===== src/rtl/pnr_sys_bus_master_if.sv =====
`default_nettype none
// ============================================================================
// Module   : pnr_sys_bus_master_if
// Purpose  : PNR system-bus signal bundle with initiator/responder modports.
// Revision : 1.0 - initial release
// ============================================================================
interface pnr_sys_bus_master_if;
    logic [31:0] sys_addr;
    logic [31:0] sys_wdata;
    logic        sys_wen;
    logic        sys_ren;
    logic [31:0] sys_rdata;
    logic        sys_err;
    logic        sys_ack;

    modport master (
        output sys_addr, sys_wdata, sys_wen, sys_ren,
        input  sys_rdata, sys_err, sys_ack
    );

    modport slave (
        input  sys_addr, sys_wdata, sys_wen, sys_ren,
        output sys_rdata, sys_err, sys_ack
    );
endinterface
`default_nettype wire


===== src/rtl/pnr_sys_bus_master.sv =====
`default_nettype none
// ============================================================================
// Module   : pnr_sys_bus_master
// Purpose  : Single-command system-bus initiator with ack timeout and a
//            valid/ready response channel. Optional PNR_SYS_BUS_MASTER_RETRY_EN
//            re-issues a failed transfer once and flags it on rsp_retried_o.
// Revision : 1.0 - initial release
// ============================================================================
module pnr_sys_bus_master #(
    parameter int unsigned TIMEOUT_CYCLES = 255,
    parameter logic [31:0] ADDR_MASK      = 32'h000F_FFFF
) (
    input  logic        clk_i,
    input  logic        rstn_i,
    input  logic        cmd_valid_i,
    output logic        cmd_ready_o,
    input  logic        cmd_we_i,
    input  logic [31:0] cmd_addr_i,
    input  logic [31:0] cmd_wdata_i,
    output logic        rsp_valid_o,
    input  logic        rsp_ready_i,
    output logic [31:0] rsp_rdata_o,
    output logic        rsp_err_o,
    output logic        rsp_timeout_o,
`ifdef PNR_SYS_BUS_MASTER_RETRY_EN
    output logic        rsp_retried_o,
`endif
    pnr_sys_bus_master_if.master sys
);

    localparam logic [15:0] c_TMO_LAST = 16'(TIMEOUT_CYCLES - 1);

    typedef enum logic [1:0] {
        S_IDLE  = 2'd0,
        S_ISSUE = 2'd1,
        S_WAIT  = 2'd2,
        S_RESP  = 2'd3
    } state_t;

    state_t      r_state;
    logic        r_cmd_ready;
    logic        r_we;
    logic [15:0] r_cnt;
    logic [31:0] r_sys_addr;
    logic [31:0] r_sys_wdata;
    logic        r_sys_wen;
    logic        r_sys_ren;
    logic        r_rsp_valid;
    logic [31:0] r_rsp_rdata;
    logic        r_rsp_err;
    logic        r_rsp_timeout;

    logic        w_done;
    logic        w_fail;
    logic        w_can_retry;

    // A transfer ends on ack, or on the last allowed WAIT cycle without one.
    assign w_done = sys.sys_ack | (r_cnt == c_TMO_LAST);
    assign w_fail = ~sys.sys_ack | sys.sys_err;

`ifdef PNR_SYS_BUS_MASTER_RETRY_EN
    logic r_retried;
    logic r_rsp_retried;
    assign w_can_retry   = ~r_retried;
    assign rsp_retried_o = r_rsp_retried;
`else
    assign w_can_retry   = 1'b0;
`endif

    always_ff @(posedge clk_i) begin
        if (!rstn_i) begin
            r_state       <= S_IDLE;
            r_cmd_ready   <= 1'b1;
            r_we          <= 1'b0;
            r_cnt         <= 16'd0;
            r_sys_addr    <= 32'd0;
            r_sys_wdata   <= 32'd0;
            r_sys_wen     <= 1'b0;
            r_sys_ren     <= 1'b0;
            r_rsp_valid   <= 1'b0;
            r_rsp_rdata   <= 32'd0;
            r_rsp_err     <= 1'b0;
            r_rsp_timeout <= 1'b0;
`ifdef PNR_SYS_BUS_MASTER_RETRY_EN
            r_retried     <= 1'b0;
            r_rsp_retried <= 1'b0;
`endif
        end else begin
            case (r_state)
                S_IDLE: begin
                    if (cmd_valid_i && r_cmd_ready) begin
                        r_we        <= cmd_we_i;
                        r_sys_addr  <= cmd_addr_i & ADDR_MASK;
                        r_sys_wdata <= cmd_we_i ? cmd_wdata_i : 32'd0;
                        r_sys_wen   <= cmd_we_i;
                        r_sys_ren   <= ~cmd_we_i;
                        r_cmd_ready <= 1'b0;
                        r_state     <= S_ISSUE;
`ifdef PNR_SYS_BUS_MASTER_RETRY_EN
                        r_retried   <= 1'b0;
`endif
                    end
                end

                S_ISSUE: begin
                    // Strobe lasts exactly this cycle; any ack seen here is ignored.
                    r_sys_wen <= 1'b0;
                    r_sys_ren <= 1'b0;
                    r_cnt     <= 16'd0;
                    r_state   <= S_WAIT;
                end

                S_WAIT: begin
                    if (w_done) begin
                        if (w_fail && w_can_retry) begin
                            r_sys_wen <= r_we;
                            r_sys_ren <= ~r_we;
                            r_state   <= S_ISSUE;
`ifdef PNR_SYS_BUS_MASTER_RETRY_EN
                            r_retried <= 1'b1;
`endif
                        end else begin
                            r_rsp_valid   <= 1'b1;
                            r_rsp_rdata   <= (sys.sys_ack && !r_we && !sys.sys_err) ?
                                             sys.sys_rdata : 32'd0;
                            r_rsp_err     <= sys.sys_ack & sys.sys_err;
                            r_rsp_timeout <= ~sys.sys_ack;
                            r_sys_addr    <= 32'd0;
                            r_sys_wdata   <= 32'd0;
                            r_state       <= S_RESP;
`ifdef PNR_SYS_BUS_MASTER_RETRY_EN
                            r_rsp_retried <= r_retried;
`endif
                        end
                    end else begin
                        r_cnt <= r_cnt + 16'd1;
                    end
                end

                S_RESP: begin
                    if (rsp_ready_i) begin
                        r_rsp_valid   <= 1'b0;
                        r_rsp_rdata   <= 32'd0;
                        r_rsp_err     <= 1'b0;
                        r_rsp_timeout <= 1'b0;
                        r_cmd_ready   <= 1'b1;
                        r_state       <= S_IDLE;
`ifdef PNR_SYS_BUS_MASTER_RETRY_EN
                        r_rsp_retried <= 1'b0;
`endif
                    end
                end

                default: r_state <= S_IDLE;
            endcase
        end
    end

    assign cmd_ready_o   = r_cmd_ready;
    assign rsp_valid_o   = r_rsp_valid;
    assign rsp_rdata_o   = r_rsp_rdata;
    assign rsp_err_o     = r_rsp_err;
    assign rsp_timeout_o = r_rsp_timeout;
    assign sys.sys_addr  = r_sys_addr;
    assign sys.sys_wdata = r_sys_wdata;
    assign sys.sys_wen   = r_sys_wen;
    assign sys.sys_ren   = r_sys_ren;

endmodule
`default_nettype wire


===== src/flat_wrapper.sv =====
// flat-port wrapper written by rule: the top's interface ports become plain ports
module pnr_sys_bus_master_flat 
#(
    parameter int unsigned TIMEOUT_CYCLES = 255,
    parameter logic [31:0] ADDR_MASK      = 32'h000F_FFFF
)
  (clk_i, rstn_i, cmd_valid_i, cmd_ready_o, cmd_we_i, cmd_addr_i, cmd_wdata_i, rsp_valid_o, rsp_ready_i, rsp_rdata_o, rsp_err_o, rsp_timeout_o, sys_sys_addr, sys_sys_wdata, sys_sys_wen, sys_sys_ren, sys_sys_rdata, sys_sys_err, sys_sys_ack);
  pnr_sys_bus_master_if sys_i ();
  input  logic clk_i;
  input  logic rstn_i;
  input  logic cmd_valid_i;
  output logic cmd_ready_o;
  input  logic cmd_we_i;
  input  logic [31:0] cmd_addr_i;
  input  logic [31:0] cmd_wdata_i;
  output logic rsp_valid_o;
  input  logic rsp_ready_i;
  output logic [31:0] rsp_rdata_o;
  output logic rsp_err_o;
  output logic rsp_timeout_o;
  output wire logic [$bits(sys_i.sys_addr)-1:0] sys_sys_addr;
  output wire logic [$bits(sys_i.sys_wdata)-1:0] sys_sys_wdata;
  output wire logic [$bits(sys_i.sys_wen)-1:0] sys_sys_wen;
  output wire logic [$bits(sys_i.sys_ren)-1:0] sys_sys_ren;
  input wire logic [$bits(sys_i.sys_rdata)-1:0] sys_sys_rdata;
  input wire logic [$bits(sys_i.sys_err)-1:0] sys_sys_err;
  input wire logic [$bits(sys_i.sys_ack)-1:0] sys_sys_ack;
  assign sys_sys_addr = sys_i.sys_addr;
  assign sys_sys_wdata = sys_i.sys_wdata;
  assign sys_sys_wen = sys_i.sys_wen;
  assign sys_sys_ren = sys_i.sys_ren;
  assign sys_i.sys_rdata = sys_sys_rdata;
  assign sys_i.sys_err = sys_sys_err;
  assign sys_i.sys_ack = sys_sys_ack;
  pnr_sys_bus_master #(.TIMEOUT_CYCLES(TIMEOUT_CYCLES), .ADDR_MASK(ADDR_MASK)) u_core (.clk_i(clk_i), .rstn_i(rstn_i), .cmd_valid_i(cmd_valid_i), .cmd_ready_o(cmd_ready_o), .cmd_we_i(cmd_we_i), .cmd_addr_i(cmd_addr_i), .cmd_wdata_i(cmd_wdata_i), .rsp_valid_o(rsp_valid_o), .rsp_ready_i(rsp_ready_i), .rsp_rdata_o(rsp_rdata_o), .rsp_err_o(rsp_err_o), .rsp_timeout_o(rsp_timeout_o), .sys(sys_i));
endmodule

===== config.mk =====
export PLATFORM = sky130hd
export DESIGN_NAME = pnr_sys_bus_master_flat
export DESIGN_NICKNAME = d
export VERILOG_FILES = /design/src/rtl/pnr_sys_bus_master_if.sv /design/src/rtl/pnr_sys_bus_master.sv /design/src/flat_wrapper.sv
export SDC_FILE = /design/constraint.sdc
export NUM_CORES = 1
export LEC_CHECK = 0
export BUFFER_PORTS_ARGS = -buffer_cell sky130_fd_sc_hd__buf_2
export CAP_MARGIN = 30
export CORE_MARGIN = 1.5
export CORE_UTILIZATION = 39
export CTS_BUF_LIST = sky130_fd_sc_hd__clkbuf_16
export CTS_CLUSTER_DIAMETER = 30
export CTS_CLUSTER_SIZE = 30
export DETAILED_ROUTE_END_ITERATION = 12
export HOLD_SLACK_MARGIN = 0.12
export PLACE_DENSITY = 0.67
export SYNTH_ARGS = -nofsm -noshare
export SYNTH_HDL_FRONTEND = slang
export SYNTH_SLANG_ARGS = --single-unit

===== constraint.sdc =====
create_clock -name clk_i -period 2.8 [get_ports clk_i]
set_input_delay 0.28 -clock clk_i [delete_from_list [all_inputs] [get_ports clk_i]]
set_output_delay 0.28 -clock clk_i [all_outputs]
set_load 0.005 [all_outputs]

==> metrics.txt <==
status=finished clean; min cycle time layout=2.31 ns; Worst EP arrival=2.55 ns; cts repair resizes=0; Initial Utilization=40.2%; GPL Wtd Cong=0.796; post-route ant nets=0; final setup vio count=0; Worst-Skew Late Latency=approximately 0.35 ns; Post-CTS Hold Fix Bufs=0; reg-to-reg startpoint=u_core.r_cnt[0]$_SDFFE_PN0P_; Rows=39; Slew @ Worst Pin=0.886 ns; Worst path max stage delay=0.50 ns; CP max-delay cell=or4b_1; relative slew slack=40.7%; Final Max Tran Viols=0; Detailed Routing Iterations Pass 1=4; Syn Area/Cell=roughly 9.7 um2; max-cap violations=0; pwr dens=roughly 660 nW/um2; R2R setup slack=about 0.49 ns; Worst Setup End Kind=flip-flop; Worst Min Path Start=sys_sys_rdata[10]; Worst Setup Start Kind=flip-flop; fraction of layout cells with a size suffix above 1=32.6%; Final Hold Fails=0; final non-filler cell total=791; number of global-route vias before repair=3712; fin crit share=between 80 and 90%; most common cell after layout, fill and taps aside=buf_2; Die W=112 um; antenna cell count=0; worst hold path depth=2; post-synthesis instance total=477; clk sinks=109; Fmax=about 430 MHz; Port Buf Inserts=180; synth unique cells=53; synth warn=0; Seq/Total Area, Yosys=47.4%; Worst R2R End=u_core.rsp_rdata_o[2]$_SDFFE_PN0P_; WHS Endpoint=u_core.rsp_rdata_o[10]$_SDFFE_PN0P_; filler cell count=1099; CP Class=reg -> reg; Max Fanout on Critical Path=35; Ports=just over 200; sequential cell area=2180 um2; chain of cells forming the critical path=inv_1 > ha_1 > or4b_1 > nor4_4 > buf_4 > o21ai_2 > buf_4 > a22o_1; GRT overflow=0; drt via density=5.04; depth of the most critical reg-to-reg path=8; clk buf depth=2; P&R area growth vs syn=26.7%; Total GRT Usage=between 15 and 20%; commonest non-fill, non-tap cells in the layout=buf_2 (180), dfxtp_1 (109), nand2_1 (99), mux2i_1 (55), a22o_1 (33); largest net degree at the start of global routing=47; die footprint=12500 um2; fraction of registers with async set/reset=0%; DP Wirelength=7.80 mm; CORE AREA=11500 um2; number of synthesized register bits=~110; RSZ-0062 raised after global routing=false; Synth Flop Type=dfxtp_1; Starting DRT DRC Count=174; most used cell, CP=buf_4; root buf cell=clkbuf_16; routed len/inst=around 14 um; nets=753; CTS tree=done; Leak=between 2 and 3 nW; setup tns final=0 ns; CTS buffer count=9; overall die height=112 um; Max VDD drop=approximately 0.43 mV; Residual DRC=0; Final Skew=0.00825 ns; Clock transition at path regs=0.07 ns; Multi-input gate area=2150 um2; global-route wire length before repair=17.8 mm; via count=3988; initial antenna violation count=0; Syn Std Cell Area=4600 um2; HP Class=in -> reg; Routed WL=10.8 mm; worst endpoint required time=3.04 ns; Placed Cells=776; Post-synth EDFFs=0; Post-CTS Setup Inserts=0; H-tree levels=3
-- layer usage --
metal	global-route usage, %	vias to the layer above	routed length (um)
met1	22.1	1817	4880
met5	0	-	0
met4	6.67	0	204
li1	-	1987	-
met2	27.3	167	4780
met3	5.66	17	943
-- worst max-delay path: cells and delay by family, from the launching register on --
family,cells,cell delay [ns]
AND/OR/NAND/NOR,2,0.82
buffers and inverters,3,0.53
flip-flops,1,0.35
AO/OA/AOI/OAI,2,0.33
adder cells (fa/ha/maj),1,0.16
-- flip-flops by register name, summed over array words and instances (netlist names) --
| name | cells |
|---|---|
| u_core.r_cnt | 16 |
| u_core.cmd_ready_o | 1 |
| u_core.r_we | 1 |
| u_core.rsp_err_o | 1 |
| u_core.sys.sys_wdata | 32 |
| u_core.r_state | 2 |
| u_core.sys.sys_wen | 1 |
| u_core.sys.sys_addr | 20 |
| u_core.rsp_valid_o | 1 |
| u_core.sys.sys_ren | 1 |
| u_core.rsp_timeout_o | 1 |
| u_core.rsp_rdata_o | 32 |
-- logic make-up (layout without fill, tap and decap cells) --
logic type | after synthesis | in the layout | synth area share, %
simple gates | 174 | 174 | 18.4
other cells | 1 | 12 | 0.0814
buf+inv | 54 | 214 | 7.17
mux | 55 | 55 | 12.0
fa+ha+maj | 6 | 6 | 1.63
compound gates | 78 | 78 | 13.4
flops | 109 | 109 | 47.4
-- synthesized netlist by cell type, types with 3 or more instances --
| cell type | count | area (um2) |
|---|---|---|
| o211ai_1 | 6 | 45.0 |
| ha_1 | 6 | 75.1 |
| nor2_1 | 3 | 11.3 |
| nand2_1 | 99 | 372 |
| a21boi_1 | 4 | 30.0 |
| a21boi_0 | 5 | 37.5 |
| mux2i_1 | 55 | 551 |
| a22o_1 | 33 | 289 |
| or4_1 | 5 | 37.5 |
| a21oi_1 | 4 | 20.0 |
| nand4_1 | 6 | 37.5 |
| or3_1 | 5 | 31.3 |
| nor2b_1 | 4 | 25.0 |
| nand2b_1 | 6 | 37.5 |
| inv_1 | 8 | 30.0 |
| buf_6 | 11 | 124 |
| clkbuf_1 | 23 | 86.3 |
| nand3_1 | 26 | 130 |
| buf_4 | 12 | 90.1 |
| and3_1 | 3 | 18.8 |
| o21ai_0 | 8 | 40.0 |
| dfxtp_1 | 109 | 2180 |
-- stage by stage --
stage | power, mW | area, um2 | setup slack (ns) | utilization (%) | hold slack, ns
floorplan | 2.37 | 4650 | 0.909 | - | 0.368
global placement | 2.61 | 5550 | 0.546 | 48.4 | 0.440
detailed placement | 2.64 | 5550 | 0.496 | 48.4 | 0.449
CTS | 3.91 | 5840 | 0.472 | 50.9 | 0.131
global route | 4.07 | 5840 | 0.320 | 50.9 | 0.135
finish | 3.86 | 5840 | 0.492 | 50.9 | 0.141
-- worst max path at each step --
stage	startpoint	end	slack [ns]	depth (start not counted)
finish	u_core.r_cnt[0]$_SDFFE_PN0P_	u_core.rsp_rdata_o[2]$_SDFFE_PN0P_	0.49	8
global route	u_core.r_cnt[1]$_SDFFE_PN0P_	u_core.rsp_rdata_o[2]$_SDFFE_PN0P_	0.32	7
CTS	u_core.r_cnt[1]$_SDFFE_PN0P_	u_core.rsp_rdata_o[2]$_SDFFE_PN0P_	0.47	7
detailed placement	u_core.r_cnt[0]$_SDFFE_PN0P_	u_core.rsp_rdata_o[2]$_SDFFE_PN0P_	0.50	8
global placement	u_core.r_cnt[0]$_SDFFE_PN0P_	u_core.rsp_rdata_o[23]$_SDFFE_PN0P_	0.55	8
floorplan	u_core.r_cnt[0]$_SDFFE_PN0P_	u_core.rsp_rdata_o[23]$_SDFFE_PN0P_	0.91	7
-- area by class of cell --
cell class / count / share of cell area [%]
clock buffer: 9 / 3.86
clock inverter: 6 / 1.11
inverter: 8 / 0.515
multi-input combinational: 325 / 36.8
sequential: 109 / 37.4
tap: 143 / 3.07
timing repair buffer: 191 / 17.3
-- power breakdown --
group          internal, mW  total [mW]  leakage [nW]  switching [mW]
registers              1.69        1.76         0.884          0.0723
logic                 0.390       0.836          1.84           0.446
clock network         0.692        1.26         0.146           0.570
No activity file was read; power rests on OpenSTA's default activity.
